### src/rtl/pipe_mon_pkg.sv
// Shared types and constants for the pipe equivalence monitor.
package pipe_mon_pkg;

  typedef enum logic [1:0] {
    IDLE   = 2'd0,
    WARMUP = 2'd1,
    CHECK  = 2'd2
  } mon_state_e;

  // Deepest upstream register latency the monitor is built for.
  localparam int unsigned MAX_LAT = 3;

endpackage

### src/rtl/pipe_equiv_monitor_delay_line.sv
// 1-bit shift register aligning a combinational bit with its registered copy.
module delay_line #(
  parameter int unsigned DEPTH = 1
) (
  input  logic clk,
  input  logic rst_n,
  input  logic flush,
  input  logic d,
  output logic q
);

  logic             in_bit;
  logic [DEPTH-1:0] sr;

  // Upstream flush feeds zeros, matching the upstream register reset value.
  assign in_bit = flush ? 1'b0 : d;

  // Shift one position every clock; oldest sample sits in the MSB.
  always_ff @(posedge clk or negedge rst_n) begin
    if (!rst_n) begin
      sr <= '0;
    end else begin
      sr <= DEPTH'({sr, in_bit});
    end
  end

  assign q = sr[DEPTH-1];

endmodule

### src/rtl/pipe_equiv_monitor.sv
// Compares delayed combinational outputs of the upstream stage against its
// registered outputs; counts mismatches and latches the first failing pattern.
module pipe_equiv_monitor
  import pipe_mon_pkg::*;
#(
  parameter int unsigned LAT_X = 1,
  parameter int unsigned LAT_Y = 2,
  parameter int unsigned LAT_Z = 3,
  parameter int unsigned WARM  = MAX_LAT,
  parameter int unsigned CNT_W = 8
) (
  input  logic             clk,
  input  logic             rst_n,
  input  logic             up_rst,
  input  logic             start,
  input  logic             clr,
  input  logic             xb,
  input  logic             yb,
  input  logic             zb,
  input  logic             x,
  input  logic             y,
  input  logic             z,
  output logic             checking,
  output logic             mismatch,
  output logic             fail,
  output logic [2:0]       fail_bits,
  output logic [CNT_W-1:0] err_cnt
);

  localparam int unsigned WARM_W = (WARM > 2) ? $clog2(WARM) : 1;
  localparam logic [WARM_W-1:0] WARM_LOAD = WARM_W'(WARM - 1);

  logic              xd, yd, zd;
  logic [2:0]        diff;
  logic              cmp_en;
  logic              hit;
  mon_state_e        state_q, state_d;
  logic [WARM_W-1:0] warm_q, warm_d;
  logic              mismatch_d, fail_d;
  logic [2:0]        fail_bits_d;
  logic [CNT_W-1:0]  err_cnt_d;

  delay_line #(.DEPTH(LAT_X)) u_dl_x (.clk(clk), .rst_n(rst_n), .flush(up_rst), .d(xb), .q(xd));
  delay_line #(.DEPTH(LAT_Y)) u_dl_y (.clk(clk), .rst_n(rst_n), .flush(up_rst), .d(yb), .q(yd));
  delay_line #(.DEPTH(LAT_Z)) u_dl_z (.clk(clk), .rst_n(rst_n), .flush(up_rst), .d(zb), .q(zd));

  assign diff = {z ^ zd, y ^ yd, x ^ xd};
  assign hit  = cmp_en && (diff != 3'b000);

  // Next state and warm-up count; clr beats up_rst beats start.
  always_comb begin
    state_d = state_q;
    warm_d  = warm_q;
    cmp_en  = 1'b0;
    if (clr) begin
      state_d = IDLE;
      warm_d  = '0;
    end else begin
      case (state_q)
        IDLE: begin
          if (start && !up_rst) begin
            state_d = WARMUP;
            warm_d  = WARM_LOAD;
          end
        end
        WARMUP: begin
          if (up_rst) begin
            warm_d = WARM_LOAD;
          end else if (warm_q == '0) begin
            state_d = CHECK;
          end else begin
            warm_d = warm_q - WARM_W'(1);
          end
        end
        CHECK: begin
          if (up_rst) begin
            state_d = WARMUP;
            warm_d  = WARM_LOAD;
          end else begin
            cmp_en = 1'b1;
          end
        end
        default: state_d = IDLE;
      endcase
    end
  end

  // Next values of the mismatch pulse, saturating count and sticky flags.
  always_comb begin
    mismatch_d  = hit;
    fail_d      = fail | hit;
    fail_bits_d = (hit && !fail) ? diff : fail_bits;
    err_cnt_d   = (hit && (err_cnt != '1)) ? err_cnt + CNT_W'(1) : err_cnt;
    if (clr) begin
      mismatch_d  = 1'b0;
      fail_d      = 1'b0;
      fail_bits_d = 3'b000;
      err_cnt_d   = '0;
    end
  end

  // State, counters and all outputs registered.
  always_ff @(posedge clk or negedge rst_n) begin
    if (!rst_n) begin
      state_q   <= IDLE;
      warm_q    <= '0;
      checking  <= 1'b0;
      mismatch  <= 1'b0;
      fail      <= 1'b0;
      fail_bits <= 3'b000;
      err_cnt   <= '0;
    end else begin
      state_q   <= state_d;
      warm_q    <= warm_d;
      checking  <= (state_d == CHECK);
      mismatch  <= mismatch_d;
      fail      <= fail_d;
      fail_bits <= fail_bits_d;
      err_cnt   <= err_cnt_d;
    end
  end

endmodule

### config.mk
export PLATFORM = sky130hd
export DESIGN_NAME = pipe_equiv_monitor
export DESIGN_NICKNAME = d
export VERILOG_FILES = /design/src/rtl/pipe_mon_pkg.sv /design/src/rtl/pipe_equiv_monitor_delay_line.sv /design/src/rtl/pipe_equiv_monitor.sv
export SDC_FILE = /design/constraint.sdc
export NUM_CORES = 1
export LEC_CHECK = 0
export BUFFER_PORTS_ARGS = -buffer_cell sky130_fd_sc_hd__buf_2
export CAP_MARGIN = 0
export CORE_ASPECT_RATIO = 1.2
export CORE_MARGIN = 2
export CORE_UTILIZATION = 35
export CTS_BUF_LIST = sky130_fd_sc_hd__clkbuf_16
export CTS_CLUSTER_SIZE = 20
export DETAILED_ROUTE_END_ITERATION = 12
export GPL_ROUTABILITY_DRIVEN = 0
export GPL_TIMING_DRIVEN = 0
export PLACE_DENSITY = 0.57
export SETUP_SLACK_MARGIN = 0.1
export SLEW_MARGIN = 20
export SYNTH_ARGS = -nofsm -noshare
export SYNTH_HDL_FRONTEND = slang
export SYNTH_SLANG_ARGS = --single-unit
export TNS_END_PERCENT = 20
### constraint.sdc
create_clock -name clk -period 2.2 [get_ports clk]
set_clock_uncertainty 0.05 [all_clocks]
set_input_delay 0.44 -clock clk [delete_from_list [all_inputs] [get_ports clk]]
set_output_delay 0.44 -clock clk [all_outputs]
set_load 0.02 [all_outputs]
### Word level (Yosys, flattened, before mapping)

Cells that the tools add are included.

* output and inout bits: 14
* input bits: 11
* flip-flop bits (word level): 24
* word-level logic and storage cells: 60

* add/sub/neg operators: 2
* mux-type cells: 24
* reductions and logical operators: 13
* bitwise operators: 4
* eq/ne operators: 7

Operator list (count)
* $mux 2: 10
* $mux 8: 2
* $pmux 2 s3: 2
* $add 8x1->8 const B: 1
* $mux 1: 8
* $ne 8x8->1 const B: 1
* $mux 3: 2
* $ne 3x3->1 const B: 2
* $eq 2x2->1 const B: 2
* $logic_and 1x1->1: 4
* $logic_not 2->1: 2
* $ne 4x4->1 const B: 1
* $reduce_and 4->1: 1
* $reduce_bool 2->1: 2
* $reduce_bool 4->1: 1
* $reduce_bool 3->1: 1
* $xor 1x1->1: 3
* $eq 2x1->1 const B: 1
* $logic_not 1->1: 2
* $sub 2x1->2 const B: 1
* $or 1x1->1: 1

### Depth between registers and ports, before layout

Gate-level depths: netlist of the first run.

* word-level depth: 7
* depth in mapped cells: 6
* mapped depth without buffers: 6

### Hierarchy

Synthesis of the first run repeated with hierarchy kept, for this count alone.

* cell total of the unflattened synthesis: 100
* area total of the unflattened synthesis: 1093.5 um2

Modules (own cells, without submodules)
* pipe_equiv_monitor: area an instance 902.1 um2, instances 1, sequential area each 450.4 um2, cells an instance 91
* delay_line at u_dl_z: area an instance 88.8 um2, instances 1, sequential area each 75.1 um2, cells an instance 4
* delay_line at u_dl_y: area an instance 63.8 um2, instances 1, sequential area each 50.0 um2, cells an instance 3
* delay_line at u_dl_x: area an instance 38.8 um2, instances 1, sequential area each 25.0 um2, cells an instance 2

### Least setup slack after synthesis of the first run

OpenSTA, ideal clock, no wires.

* path kind: register to register
* from: register err_cnt[0]
* to: register err_cnt[3]
* path slack: 0.469 ns
* path buffers: 0
* period minus slack after synthesis: 1.731 ns
* library setup time: 0.126 ns
* required time: 2.024 ns
* data arrival time: 1.555 ns
* stages on the path, launching flop included: 6
* cells stage by stage: dfrtp_1 ha_1 nand3_1 or2_2 and2_4 a221o_1

* longest elaborated chain between the ends: 3
* elaborated cells between the ends (all ways): 6
* classes of those cells: 1 x add/sub; 1 x eq/ne; 2 x mux; 2 x reduce/logical

RTL lines
* from (decl): RTL line pipe_equiv_monitor.sv:27 `output logic [CNT_W-1:0] err_cnt`
* from (signal assigned): RTL line pipe_equiv_monitor.sv:119 `err_cnt <= err_cnt_d;`
* $add 8x1->8 / $ne 8x8->1 (equally long branches): RTL line pipe_equiv_monitor.sv:93 `err_cnt_d = (hit && (err_cnt != '1)) ? err_cnt + CNT_W'(1) : err_cnt;`
* $mux 8 / $logic_and 1x1->1 (equally long branches): RTL line pipe_equiv_monitor.sv:93
* $mux 8 / $reduce_bool 2->1 (equally long branches)

Parallel ways exist; a longest one is shown, timed or not. The select of a mux whose other input is x is not followed.
A chain may end at the register's enable or synchronous reset.

### Worst setup path after layout of the first run

* from: register u_dl_x.sr (netlist: u_dl_x.q)
* to: register err_cnt[5]

* longest elaborated chain between the ends: 5

RTL lines
* from (decl): RTL line pipe_equiv_monitor_delay_line.sv:13 `logic [DEPTH-1:0] sr;`
* from (signal assigned): RTL line pipe_equiv_monitor_delay_line.sv:23 `sr <= DEPTH'({sr, in_bit});`
* $xor 1x1->1: RTL line pipe_equiv_monitor.sv:47 `assign diff = {z ^ zd, y ^ yd, x ^ xd};`
* $reduce_bool 3->1: RTL line pipe_equiv_monitor.sv:48 `assign hit = cmp_en && (diff != 3'b000);`
* $logic_and 1x1->1: RTL line pipe_equiv_monitor.sv:48
* $logic_and 1x1->1: RTL line pipe_equiv_monitor.sv:93
* $reduce_bool 2->1 (no source line)

No other way between the ends.

==> results of run 1 <==
==> synth_stat cells, types with 2 or more instances <==
library cell   n  share of area
inv_1          2         0.0067
nand2_1        2         0.0067
a21oi_1        5          0.022
nand2b_1       3          0.017
ha_1           2          0.022
mux2_2         4          0.040
nor2_1         5          0.017
or2_2          3          0.017
a221o_1        4          0.035
nor3_1         4          0.018
dfrtp_1       24           0.53
nand3_1        5          0.022
xor2_1         3          0.023
nor2b_1        8          0.044
and2_1         3          0.017
and4b_1        2          0.018
nor4b_1        2          0.016
==> layout make-up <==
class,count,share of cell area
Inverter,3,0.00984
Clock buffer,3,0.0537
Sequential cell,24,0.429
Buffer,2,0.0107
Clock inverter,1,0.0215
Multi-Input combinational cell,68,0.357
Timing Repair Buffer,24,0.0859
Tap cell,36,0.0322
==> per-layer routing <==
layer	vias to the layer above	global-route usage	wire length, µm
met5	-	0	0
met4	0	0.0655	29
met3	4	0.0235	83
met2	19	0.232	1070
met1	410	0.169	1050
li1	406	-	-
==> through the flow <==
stage / util / hold slack, ps / instance area [µm²] / instances
4_1_cts: 0.454 / 139 / 1400 / 161
2_1_floorplan: - / 94.4 / 1130 / 97
3_3_place_gp: 0.420 / 284 / 1290 / 157
3_5_place_dp: 0.420 / 287 / 1290 / 157
6_report: 0.454 / 108 / 1400 / 161
5_1_grt: 0.454 / 156 / 1400 / 161
==> critical path, cell delays in order (launching register included) <==
cell     delay [ps]
dfrtp_1         370
xor2_1          190
o31ai_4         440
inv_4           100
and2_4          180
a221o_1         310
==> power by group through the flow <==
| stage | clock (µW) | combinational (µW) | sequential [µW] |
|---|---|---|---|
| global placement | 0 | 69.2 | 467 |
| CTS | 522 | 72.5 | 460 |
| global route | 542 | 80.1 | 461 |
| finish | 517 | 70.7 | 459 |
| detailed placement | 0 | 72.5 | 468 |
| floorplan | 0 | 38.6 | 469 |
==> cells by family (layout without fill, tap and decap cells) <==
| kind of cell | count (synthesis) | count (layout) | synth area share |
|---|---|---|---|
| flops | 24 | 24 | 0.532 |
| compound gates | 15 | 15 | 0.110 |
| simple gates | 43 | 43 | 0.238 |
| xor+xnor | 3 | 3 | 0.0233 |
| mux | 5 | 5 | 0.0488 |
| buf+inv | 5 | 33 | 0.0255 |
| fa+ha+maj | 2 | 2 | 0.0222 |
==> worst max path at each step <==
stage / startpoint / endpoint / slack, ps / depth (start not counted)
4_1_cts: u_dl_x.q$_DFF_PN0_ / err_cnt[5]$_DFFE_PN0P_ / 430 / 5
3_5_place_dp: clr / fail_bits[2]$_DFFE_PN0P_ / 240 / 5
5_1_grt: state_q[0]$_DFF_PN0_ / fail_bits[2]$_DFFE_PN0P_ / 320 / 4
3_3_place_gp: clr / fail_bits[0]$_DFFE_PN0P_ / 240 / 5
6_report: u_dl_x.q$_DFF_PN0_ / err_cnt[5]$_DFFE_PN0P_ / 450 / 5
2_1_floorplan: err_cnt[0]$_DFFE_PN0P_ / err_cnt[3]$_DFFE_PN0P_ / 470 / 5
==> registers in the layout, indices dropped and copies added (netlist names) <==
name and cells:
state_q 2, fail_bits 3, err_cnt 8, fail 1, u_dl_y.sr 2, u_dl_x.q 1, warm_q 2, mismatch 1
checking 1, u_dl_z.sr 3
==> results.json, run 1 <==
{
  "status": "complete, no violations",
  "path_clk_slew_ps": 60,
  "grt_max_degree": 25,
  "cp_max_fo": 8,
  "drt-pass1-iter-count": 3,
  "rows": 22,
  "netlist_instances": 97,
  "tightest_slew_ps": 537,
  "overflow": 0,
  "worstPathArrival_ps": 1840,
  "worstSetupPathType": "flip-flop to flip-flop",
  "numClockSinks": 24,
  "floorplan.initialDensity": 0.366,
  "syn_area_per_cell_um2": 11.6,
  "cts_setup_buffers": 0,
  "vias_per_cell": 5.21,
  "dieArea_um2": 3700,
  "required_ps": 2290,
  "startpoint_type": "flip-flop",
  "tns_ps": 0,
  "clock_latency_ps": 260,
  "ir_drop_uv": 444,
  "final_cell_mix": "24 x dfrtp_1, 24 x buf_2, 8 x nor2b_1",
  "synth_edf_count": 0,
  "ys.flop_type": "dfrtp_1",
  "power.total_uw": 1050,
  "grtUsageTotal": 0.137,
  "r2r-start": "u_dl_x.q$_DFF_PN0_",
  "cts_resized": 0,
  "yosys_warnings": 0,
  "rsz0062_at_grt": "no",
  "io_pins": 25,
  "power_switching_share": 0.196,
  "drc": 0,
  "ys_ff_latch": 24,
  "timing.rr.end": "err_cnt[5]$_DFFE_PN0P_",
  "endpoint_kind": "flip-flop",
  "synth-seq-area-share": 0.532,
  "pwr-share-seq": 0.439,
  "hpwl_um": 1630,
  "finalCritPeriodShare": 0.797,
  "holdBufCountCts": 0,
  "routedWlPerCell_um": 13.9,
  "r2r_slack_ps": 450,
  "cap_violations": 0,
  "fin_crit_ps": 1750,
  "num-fill-cells": 298,
  "antenna_found_initial": 0,
  "area_growth_pct": 23.9,
  "cts_tree": "done",
  "htreeDepth": 1,
  "power.switching_uw": 205,
  "grt_pass1_vias": 875,
  "clockPowerShare": 0.494,
  "synth_cell_type_count": 33,
  "slew_violations": 0,
  "fin_nets": 139,
  "power.leakage_uw": 0.000688,
  "portBuffers": 24,
  "cts_buffers": 3,
  "drive_gt1_frac": 0.328,
  "finalHoldViolCount": 0,
  "core_area_um2": 3080,
  "worstRegToRegCells": 5,
  "grt_pass1_wl_um": 3940,
  "vias": 839,
  "synthArstFlopShare": 1.00,
  "antennaDiodeCount": 0,
  "regArea_um2": 601,
  "die_w_um": 55.8,
  "cts_buffer_depth": 2,
  "place_ws_ps": 238,
  "pwr-share-comb": 0.068,
  "drtAntennaViolNets": 0,
  "min_path_type": "input port to async pin",
  "final-setup-viol-count": 0,
  "detail_route.iter0.violations": 35,
  "syn_area_um2": 1130,
  "max_freq_ghz": 0.570,
  "p_int_uw": 842,
  "power_density_nw_per_um2": 748,
  "routed_wl_um": 2230,
  "multiInputGateArea_um2": 499,
  "max-slew-margin-rel": 0.642,
  "die_h_um": 66.2,
  "clock-root-buffer": "clkbuf_16",
  "synth_nets": 110,
  "final.setup.worst_slack_ps": 447
}
No activity file was read; power rests on OpenSTA's default activity.
==> run 2: changes to the inputs <==
==> constraint.sdc (replaced) <==
create_clock -name clk -period 1.83 [get_ports clk]
set_clock_uncertainty 0.05 [all_clocks]
set_input_delay 0.366 -clock clk [delete_from_list [all_inputs] [get_ports clk]]
set_output_delay 0.366 -clock clk [all_outputs]
set_load 0.02 [all_outputs]
==> run 2 against run 1 <==
Clock-buffer cell count unchanged. Setup slack worse by 250 ps. Critical path depth unchanged. Power up 5.8%. First-iteration DRC count down 43%. Sequential share of layout area up 0.36 points. Core utilization unchanged. Largest cell class unchanged.
==> results.json, run 2 (synthesis results as in run 1) <==
{
  "status": "complete, no violations",
  "use_met1": 0.152,
  "largest_register": "err_cnt",
  "finalHoldViolCount": 0,
  "crit_path_top_delay_cell": "dfrtp_1",
  "grt_max_degree": 25,
  "fin_cells": 162,
  "finalCritPeriodShare": 0.895,
  "portBuffers": 24,
  "reg.largest.list": "err_cnt (8), fail_bits (3), u_dl_z.sr (3)",
  "drt-pass1-iter-count": 4,
  "grtUsageTotal": 0.126,
  "io_pins": 25,
  "floorplan.initialDensity": 0.366,
  "rows": 22,
  "min_path_type": "input port to async pin",
  "largest_reg_flops": 8,
  "routedWlPerCell_um": 13.3,
  "crit_path_cell_trace": "xor2_1 > o31ai_4 > inv_4 > and2_4 > a221o_1",
  "critPathTopFamily": "compound AO/OA/AOI/OAI gates",
  "hold_slack_ps": 40.6,
  "cts_buffer_depth": 2,
  "grt_pass1_vias": 827,
  "worstSetupPathType": "flip-flop to flip-flop",
  "core_area_um2": 3080,
  "endpoint_kind": "flip-flop",
  "path_clk_slew_ps": 60,
  "clock-root-buffer": "clkbuf_16",
  "ir_drop_uv": 383,
  "slew_violations": 0,
  "fin_nets": 140,
  "routed_wl_um": 2150,
  "dieArea_um2": 3700,
  "cap_violations": 0,
  "final.setup.worst_slack_ps": 193,
  "area_growth_pct": 23.9,
  "max_freq_ghz": 0.611,
  "final-setup-viol-count": 0,
  "antenna_found_initial": 0,
  "cts_buffers": 3,
  "globalRoute.busiestLayer": "met2",
  "rsz0062_at_grt": "no",
  "overflow": 0,
  "startpoint_type": "flip-flop",
  "fin_crit_ps": 1640,
  "final_cell_mix": "24 x buf_2, 20 x dfrtp_1, 8 x nor2b_1",
  "power.leakage_uw": 0.000672,
  "antennaDiodeCount": 0,
  "worstRegToRegCells": 5,
  "met3_usage": 0.0254,
  "required_ps": 1910,
  "clock_latency_ps": 250,
  "cp_max_fo": 8,
  "holdBufCountCts": 0,
  "vias_per_cell": 5.30,
  "power_density_nw_per_um2": 792,
  "drc": 0,
  "grt_pass1_wl_um": 3650,
  "final_common_cell": "buf_2",
  "numClockSinks": 24,
  "die_h_um": 66.2,
  "die_w_um": 55.8,
  "place_ws_ps": -74.3,
  "dp.cells": 157,
  "worstPathArrival_ps": 1720,
  "max_stage_delay_ps": 370,
  "num-fill-cells": 308,
  "detail_route.iter0.violations": 20,
  "tightest_slew_ps": 538,
  "r2r-start": "u_dl_x.q$_DFF_PN0_",
  "met2_usage": 0.225,
  "hpwl_um": 1570,
  "cts_tree": "done",
  "max-slew-margin-rel": 0.642,
  "drive_gt1_frac": 0.365,
  "timing.rr.end": "err_cnt[5]$_DFFE_PN0P_",
  "htreeDepth": 1,
  "r2r_slack_ps": 190,
  "path_buf_inv": 1,
  "drtAntennaViolNets": 0,
  "vias": 858
}
run 2: cell types whose count changed in the layout (fill, tap and decap cells not counted), sizes merged:
cell and change:
buf +1, bufinv -1, clkinv +1
run 2: final cells by class:
type / instances / area [µm²] / share of cell area
timing repair buffer: 25 / 128 / 0.0912
sequential: 24 / 606 / 0.433
tap: 36 / 45.0 / 0.0322
buffer: 2 / 15.0 / 0.0107
inverter: 3 / 13.8 / 0.00984
clock buffer: 3 / 75.1 / 0.0537
clock inverter: 1 / 3.75 / 0.00268
multi-input combinational: 68 / 513 / 0.367
run 2: per-stage QoR:
step / utilization / cell area, µm² / power [µW] / setup TNS (ps)
floorplan: - / 1130 / 610 / 0
global placement: 0.420 / 1290 / 646 / -195
detailed placement: 0.420 / 1290 / 647 / -373
CTS: 0.448 / 1380 / 1120 / 0
global route: 0.454 / 1400 / 1150 / 0
finish: 0.454 / 1400 / 1110 / 0
run 2: how the worst max path moves through the flow:
| stage | startpoint | to | slack [ps] | cells past startpoint |
|---|---|---|---|---|
| final | u_dl_x.q$_DFF_PN0_ | err_cnt[5]$_DFFE_PN0P_ | 190 | 5 |
| after global routing | u_dl_x.q$_DFF_PN0_ | err_cnt[7]$_DFFE_PN0P_ | 130 | 5 |
| after CTS | u_dl_x.q$_DFF_PN0_ | err_cnt[5]$_DFFE_PN0P_ | 70 | 5 |
| after detailed placement | clr | fail_bits[0]$_DFFE_PN0P_ | -70 | 5 |
| after global placement | clr | fail_bits[0]$_DFFE_PN0P_ | -50 | 5 |
| after floorplan | err_cnt[1]$_DFFE_PN0P_ | err_cnt[3]$_DFFE_PN0P_ | 100 | 5 |
run 2: power by group:
group	switching (µW)	leakage, µW	total [µW]	internal, µW
clock	178	0.0000385	470	292
sequential	8.57	0.000320	554	545
combinational	51.5	0.000314	84.5	33.0
total	238	0.000672	1110	870
run 2: timing repair:
action	4_1_cts	5_1_grt
setup endpoints to repair	7	8
resized for setup	1	5
pin swaps	0	1
buffers inserted	0	1
run 2: worst reg2reg max path: cells and delay by family (launching register included):
kind                   cells  cell delay (ps)
AO/OA/AOI/OAI              2              650
AND/OR/NAND/NOR            1              170
flip-flops                 1              370
buffers and inverters      1               90
XOR/XNOR                   1              190
run 2: layer usage:
metal | wire length [µm] | share of wire
met1 | 901 | 0.42
met2 | 1130 | 0.52
met3 | 112 | 0.052
met4 | 8 | 0.0037
met5 | 0 | 0
